===== src/rtl/seg_arb_pkg.sv =====
// Shared types and constants for the 7-segment display arbiter.
package seg_arb_pkg;

  typedef enum logic [1:0] {
    OWN_NONE = 2'd0,
    OWN_A    = 2'd1,
    OWN_B    = 2'd2
  } owner_t;

  // Debug view of the arbiter state.
  typedef struct packed {
    owner_t     owner;
    logic       last_served_b;
    logic [1:0] idx;
    logic       slot_wrap;
  } dbg_t;

  localparam logic [6:0] SEG_BLANK = 7'h7F;
  localparam logic [3:0] AN_OFF    = 4'hF;
  localparam int         DIGITS    = 4;

endpackage


===== src/rtl/seg_display_arbiter_if.sv =====
// Requester-side bundle of the display arbiter: two clients' patterns plus the grant.
// req_x is a level request held while the client wants the display; gnt is one-hot {B, A}
// and is the only indication of ownership. Patterns are sampled live every cycle while granted.
interface seg_display_arbiter_if;
  logic        req_a;
  logic [27:0] seg_a;
  logic [3:0]  dp_a;
  logic [3:0]  en_a;
  logic        req_b;
  logic [27:0] seg_b;
  logic [3:0]  dp_b;
  logic [3:0]  en_b;
  logic [1:0]  gnt;

  modport master (
    output req_a, seg_a, dp_a, en_a,
    output req_b, seg_b, dp_b, en_b,
    input  gnt
  );

  modport slave (
    input  req_a, seg_a, dp_a, en_a,
    input  req_b, seg_b, dp_b, en_b,
    output gnt
  );
endinterface


===== src/rtl/seg_scan_timer.sv =====
// Digit slot timer: cnt runs 0..SCAN_DIV-1, idx steps 0..3 on each wrap; clr restarts both.
module seg_scan_timer
  import seg_arb_pkg::*;
#(
  parameter int SCAN_DIV     = 100_000,
  parameter int BLANK_CYCLES = 1_000
) (
  input  logic       clk,
  input  logic       rst_n,
  input  logic       clr,
  output logic [1:0] idx,
  output logic       slot_wrap,
  output logic       in_blank_window
);

  localparam int CW = $clog2(SCAN_DIV);

  logic [CW-1:0] cnt;

  assign slot_wrap       = (cnt == CW'(SCAN_DIV - 1));
  assign in_blank_window = (cnt >= CW'(SCAN_DIV - BLANK_CYCLES));

  always_ff @(posedge clk or negedge rst_n) begin
    if (!rst_n) begin
      cnt <= '0;
      idx <= 2'd0;
    end else if (clr) begin
      cnt <= '0;
      idx <= 2'd0;
    end else if (slot_wrap) begin
      cnt <= '0;
      idx <= (idx == 2'(DIGITS - 1)) ? 2'd0 : idx + 2'd1;
    end else begin
      cnt <= cnt + 1'b1;
    end
  end

endmodule


===== src/rtl/seg_display_arbiter.sv =====
// Round-robin owner of the shared 4-digit 7-segment display with minimum hold time.
// Define SEG_ARB_GHOST_BLANK_EN to blank the last BLANK_CYCLES of every digit slot.
module seg_display_arbiter
  import seg_arb_pkg::*;
#(
  parameter int SCAN_DIV     = 100_000,
  parameter int MIN_HOLD     = 50_000_000,
  parameter int BLANK_CYCLES = 1_000
) (
  input  logic                  clk,
  input  logic                  rst_n,
  seg_display_arbiter_if.slave  bus,
  output logic [3:0]            an,
  output logic [6:0]            seg,
  output logic                  dp,
  output dbg_t                  dbg
);

`ifdef SEG_ARB_GHOST_BLANK_EN
  localparam bit GHOST_EN = 1'b1;
`else
  localparam bit GHOST_EN = 1'b0;
`endif

  localparam int            HW       = $clog2(MIN_HOLD + 1);
  localparam logic [HW-1:0] HOLD_MAX = HW'(MIN_HOLD - 1);

  owner_t        owner_q, owner_d;
  logic          last_b_q;
  logic [HW-1:0] hold_q;
  logic          owner_chg;
  logic [1:0]    idx;
  logic          slot_wrap;
  logic          in_blank;
  logic [27:0]   seg_sel;
  logic [3:0]    dp_sel;
  logic [3:0]    en_sel;
  logic [4:0]    seg_base;
  logic          lit;

  assign owner_chg = (owner_d != owner_q);
  assign bus.gnt   = {owner_q == OWN_B, owner_q == OWN_A};
  assign dbg       = '{owner: owner_q, last_served_b: last_b_q, idx: idx, slot_wrap: slot_wrap};

  seg_scan_timer #(
    .SCAN_DIV     (SCAN_DIV),
    .BLANK_CYCLES (BLANK_CYCLES)
  ) u_timer (
    .clk             (clk),
    .rst_n           (rst_n),
    .clr             (owner_chg),
    .idx             (idx),
    .slot_wrap       (slot_wrap),
    .in_blank_window (in_blank)
  );

  always_comb begin
    owner_d = owner_q;
    case (owner_q)
      OWN_NONE: begin
        if (bus.req_a && bus.req_b) owner_d = last_b_q ? OWN_A : OWN_B;
        else if (bus.req_a)         owner_d = OWN_A;
        else if (bus.req_b)         owner_d = OWN_B;
      end
      OWN_A: begin
        if (!bus.req_a)                           owner_d = bus.req_b ? OWN_B : OWN_NONE;
        else if (bus.req_b && hold_q == HOLD_MAX) owner_d = OWN_B;
      end
      OWN_B: begin
        if (!bus.req_b)                           owner_d = bus.req_a ? OWN_A : OWN_NONE;
        else if (bus.req_a && hold_q == HOLD_MAX) owner_d = OWN_A;
      end
      default: owner_d = OWN_NONE;
    endcase
  end

  always_ff @(posedge clk or negedge rst_n) begin
    if (!rst_n) begin
      owner_q  <= OWN_NONE;
      last_b_q <= 1'b1;
      hold_q   <= '0;
    end else begin
      owner_q <= owner_d;
      if (owner_chg) begin
        hold_q <= '0;
        if (owner_d != OWN_NONE) last_b_q <= (owner_d == OWN_B);
      end else if (owner_q != OWN_NONE && hold_q != HOLD_MAX) begin
        hold_q <= hold_q + 1'b1;
      end
    end
  end

  // The edge that hands over ownership always emits a blank frame.
  always_comb begin
    seg_sel  = (owner_q == OWN_B) ? bus.seg_b : bus.seg_a;
    dp_sel   = (owner_q == OWN_B) ? bus.dp_b  : bus.dp_a;
    en_sel   = (owner_q == OWN_B) ? bus.en_b  : bus.en_a;
    seg_base = {3'b000, idx} * 5'd7;
    lit      = (owner_q != OWN_NONE) && en_sel[idx] && !owner_chg && !(GHOST_EN && in_blank);
  end

  always_ff @(posedge clk or negedge rst_n) begin
    if (!rst_n) begin
      an  <= AN_OFF;
      seg <= SEG_BLANK;
      dp  <= 1'b1;
    end else if (lit) begin
      an  <= ~(4'b0001 << idx);
      seg <= seg_sel[seg_base +: 7];
      dp  <= dp_sel[idx];
    end else begin
      an  <= AN_OFF;
      seg <= SEG_BLANK;
      dp  <= 1'b1;
    end
  end

endmodule

===== src/flat_wrapper.sv =====
// flat-port wrapper written by rule: the top's interface ports become plain ports
module seg_display_arbiter_flat import seg_arb_pkg::*;
#(
  parameter int SCAN_DIV     = 100_000,
  parameter int MIN_HOLD     = 50_000_000,
  parameter int BLANK_CYCLES = 1_000
)
  (clk, rst_n, an, seg, dp, dbg, bus_req_a, bus_seg_a, bus_dp_a, bus_en_a, bus_req_b, bus_seg_b, bus_dp_b, bus_en_b, bus_gnt);
  seg_display_arbiter_if bus_i ();
  input  logic clk;
  input  logic rst_n;
  output logic [3:0] an;
  output logic [6:0] seg;
  output logic dp;
  output dbg_t dbg;
  input wire logic [$bits(bus_i.req_a)-1:0] bus_req_a;
  input wire logic [$bits(bus_i.seg_a)-1:0] bus_seg_a;
  input wire logic [$bits(bus_i.dp_a)-1:0] bus_dp_a;
  input wire logic [$bits(bus_i.en_a)-1:0] bus_en_a;
  input wire logic [$bits(bus_i.req_b)-1:0] bus_req_b;
  input wire logic [$bits(bus_i.seg_b)-1:0] bus_seg_b;
  input wire logic [$bits(bus_i.dp_b)-1:0] bus_dp_b;
  input wire logic [$bits(bus_i.en_b)-1:0] bus_en_b;
  output wire logic [$bits(bus_i.gnt)-1:0] bus_gnt;
  assign bus_i.req_a = bus_req_a;
  assign bus_i.seg_a = bus_seg_a;
  assign bus_i.dp_a = bus_dp_a;
  assign bus_i.en_a = bus_en_a;
  assign bus_i.req_b = bus_req_b;
  assign bus_i.seg_b = bus_seg_b;
  assign bus_i.dp_b = bus_dp_b;
  assign bus_i.en_b = bus_en_b;
  assign bus_gnt = bus_i.gnt;
  seg_display_arbiter #(.SCAN_DIV(SCAN_DIV), .MIN_HOLD(MIN_HOLD), .BLANK_CYCLES(BLANK_CYCLES)) u_core (.clk(clk), .rst_n(rst_n), .bus(bus_i), .an(an), .seg(seg), .dp(dp), .dbg(dbg));
endmodule

===== config.mk =====
export PLATFORM = sky130hd
export DESIGN_NAME = seg_display_arbiter_flat
export DESIGN_NICKNAME = d
export VERILOG_FILES = /design/src/rtl/seg_arb_pkg.sv /design/src/rtl/seg_display_arbiter_if.sv /design/src/rtl/seg_scan_timer.sv /design/src/rtl/seg_display_arbiter.sv /design/src/flat_wrapper.sv
export SDC_FILE = /design/constraint.sdc
export NUM_CORES = 1
export LEC_CHECK = 0
export ABC_AREA = 0
export ABC_CLOCK_PERIOD_IN_PS = 3600
export BUFFER_PORTS_ARGS = -buffer_cell sky130_fd_sc_hd__buf_2
export CAP_MARGIN = 20
export CORE_ASPECT_RATIO = 0.75
export CORE_UTILIZATION = 45
export DETAILED_ROUTE_END_ITERATION = 8
export PLACE_DENSITY = 0.7
export SKIP_CTS_REPAIR_TIMING = 1
export SYNTH_ARGS = -nofsm -noshare
export SYNTH_HDL_FRONTEND = slang
export SYNTH_HIERARCHICAL = 1
export SYNTH_SLANG_ARGS = --single-unit
export TNS_END_PERCENT = 5

===== constraint.sdc =====
create_clock -name clk -period 3.6 [get_ports clk]
set_clock_uncertainty 0.15 [all_clocks]
set_input_delay 0.18 -clock clk [delete_from_list [all_inputs] [get_ports clk]]
set_output_delay 0.18 -clock clk [all_outputs]
set_load 0.02 [all_outputs]

==> summary.txt <==
STA
  – Final-report setup violation count: 0
  – Relative slew slack: 26.9%
  – Hold Worst Slack: -0.00162 ns
  – RSZ-0062 raised after global routing: false
  – Final Slew Violations: 0
  – Setup_tns: 0 ns
  – Final period util: 80.1%
  – Fmax: 347 MHz
  – Hold Vio Cnt, Final: 1
  – Min cycle time layout: 2.88 ns
  – Worst Max-Slew Pin Slew: 1.09 ns

Floorplanning
  – Io pins: 96
  – Die Ht: 82.0 um
  – Initial Util: 47.6%
  – Die Wd: 109 um
  – Core box area: 8060 um2
  – FP Rows: 28
  – Die Area: 8900 um2

GRT
  – Largest net degree at the start of global routing: 46
  – GR Util met1: 33.6%
  – All-layer global routing usage: 22.6%
  – Vias in the first global route: 2990
  – Grt met2 use: 30.5%
  – Initial antenna violation count: 0
  – GRT overflow: 0
  – Met3 Usage GRT: 7.46%
  – First-pass GRT wire length: 15.2 mm
  – Busiest layer in global routing: met1

Status
  – Failing checks: hold timing
  – Outcome: finished, violations left

Synth
  – YS warnings: 6
  – Avg Inst Size Synth: 10.6 um2
  – Syn_nets: 442
  – Synth Cell Area: 3840 um2
  – Cells after synthesis: 362

Layout
  – Final instance area: 4630 um2
  – Most common cell after layout, fill and taps aside: buf_2
  – End-of-flow core utilization: 57.5%
  – Final nets: 532
  – Commonest non-fill, non-tap cells in the layout: 95 x buf_2, 47 x dfrtp_1, 28 x nand2_1
  – Layout area overhead: 20.7%
  – Layout cells sized above 1: 38.3%
  – N_diodes: 0
  – Fill count: 710

Place
  – Gpl congestion: 0.852
  – Dpl cell area: 4310 um2
  – Port Buffers: 95
  – DP HPWL: 6.95 mm

Clock network
  – Longest Clk Path Bufs: 2
  – Clk sink count: 60
  – Reg clk slew, reported paths: 0.05 ns
  – Inserted Clock Buffers: 9
  – Clock Latency Late Sink: 0.33 ns
  – # H-tree levels: 3
  – CTS tree: done
  – Root Buffer: clkbuf_16

Power and ir drop
  – Peak VDD IR: 0.185 mV
  – Leak: 1.88 nW
  – Cell Pwr Density: 404 nW/um2

Critical path
  – Reg2Reg Depth: 7
  – CP startpoint: u_core/hold_q[16]$_DFFE_PN0P_
  – Crit Path Class: reg -> reg
  – CP max stage delay: 0.66 ns
  – WP data arrival: 2.91 ns
  – Critical-path top delay cell: or4b_1
  – Worst path required time: 3.63 ns
  – RR Startpoint: u_core/hold_q[16]$_DFFE_PN0P_
  – Critical path endpoint category: register
  – CP startpoint kind: register
  – Crit path max fanout: 16
  – CP cell instances: nor4b_2 -> nand4_1 -> or4b_1 -> a311oi_4 -> and2_2 -> o21bai_2 -> nor2_1

Drt
  – DR pass1 iterations: 4
  – WL/cell: 17.4 um
  – Routed WL: 9.76 mm
  – Final ANT Viol Nets: 0
  – Drt first-iter violations: 219
  – Vias per std cell: 5.77
  – DRC: 0
  – Detailed-route via count: 3243

Run
  – # Max-Cap Violations: 0

Min path
  – Tightest Hold Check Type: in -> reg
  – Worst Hold Depth: 3
  – HP Start: bus_req_b
-- per-layer routing --
layer | routed length, um | vias up
met5 | 0 | -
met4 | 113 | 0
met2 | 4290 | 88
met3 | 657 | 12
li1 | - | 1545
met1 | 4700 | 1598
-- report_power, final --
group / internal [W] / switching [W] / leakage (nW)
Sequential: 0.000705 / 0.0000269 / 0.788
Combinational: 0.000139 / 0.000182 / 0.945
Clock: 0.000522 / 0.000295 / 0.148
Total: 0.00137 / 0.000504 / 1.88
-- worst paths after layout --
path	end	slack [ns]
max reg2reg	u_core/u_timer/cnt[14]$_DFF_PN0_	0.72
max in group asynchronous	u_core/last_b_q$_DFFE_PN1P_	2.30
min	u_core/owner_q[1]$_DFF_PN0_	-0.002
max	u_core/u_timer/cnt[14]$_DFF_PN0_	0.72
min reg2reg	u_core/u_timer/cnt[0]$_DFF_PN0_	0.35
min in group asynchronous	u_core/hold_q[5]$_DFFE_PN0P_	0.16
-- stage by stage --
step | std cells | hold WS, ns | worst slack [ns] | power [W]
after floorplan | 362 | -0.266 | 0.799 | 0.000973
after detailed placement | 544 | 0.261 | 0.817 | 0.00106
after CTS | 560 | -0.0873 | 0.741 | 0.00188
final | 562 | -0.00162 | 0.716 | 0.00187
after global placement | 544 | 0.264 | 0.868 | 0.00105
after global routing | 562 | 0.0216 | 0.607 | 0.00196
-- state kept, by name, indices dropped and copies added (netlist names) --
| register | cells |
|---|---|
| u_core/seg | 7 |
| u_core/an | 4 |
| u_core/u_timer/cnt | 17 |
| u_core/dp | 1 |
| u_core/last_b_q | 1 |
| u_core/owner_q | 2 |
| u_core/hold_q | 26 |
| u_core/u_timer/idx | 2 |
-- cell type report --
cell class / count / area (um2) / area share, %
multi-input combinational: 269 / 2110 / 45.5
sequential: 60 / 1520 / 32.8
timing repair buffer: 103 / 551 / 11.9
clock buffer: 12 / 268 / 5.78
tap: 105 / 131 / 2.84
inverter: 9 / 33.8 / 0.729
clock inverter: 4 / 21.3 / 0.459
-- critical path, delay by kind of cell, from the launching register on --
kind	cells	cell delay, ns
compound gates	2	0.66
flops	1	0.47
simple gates	5	1.45
Power figures use the tool's default switching activity.
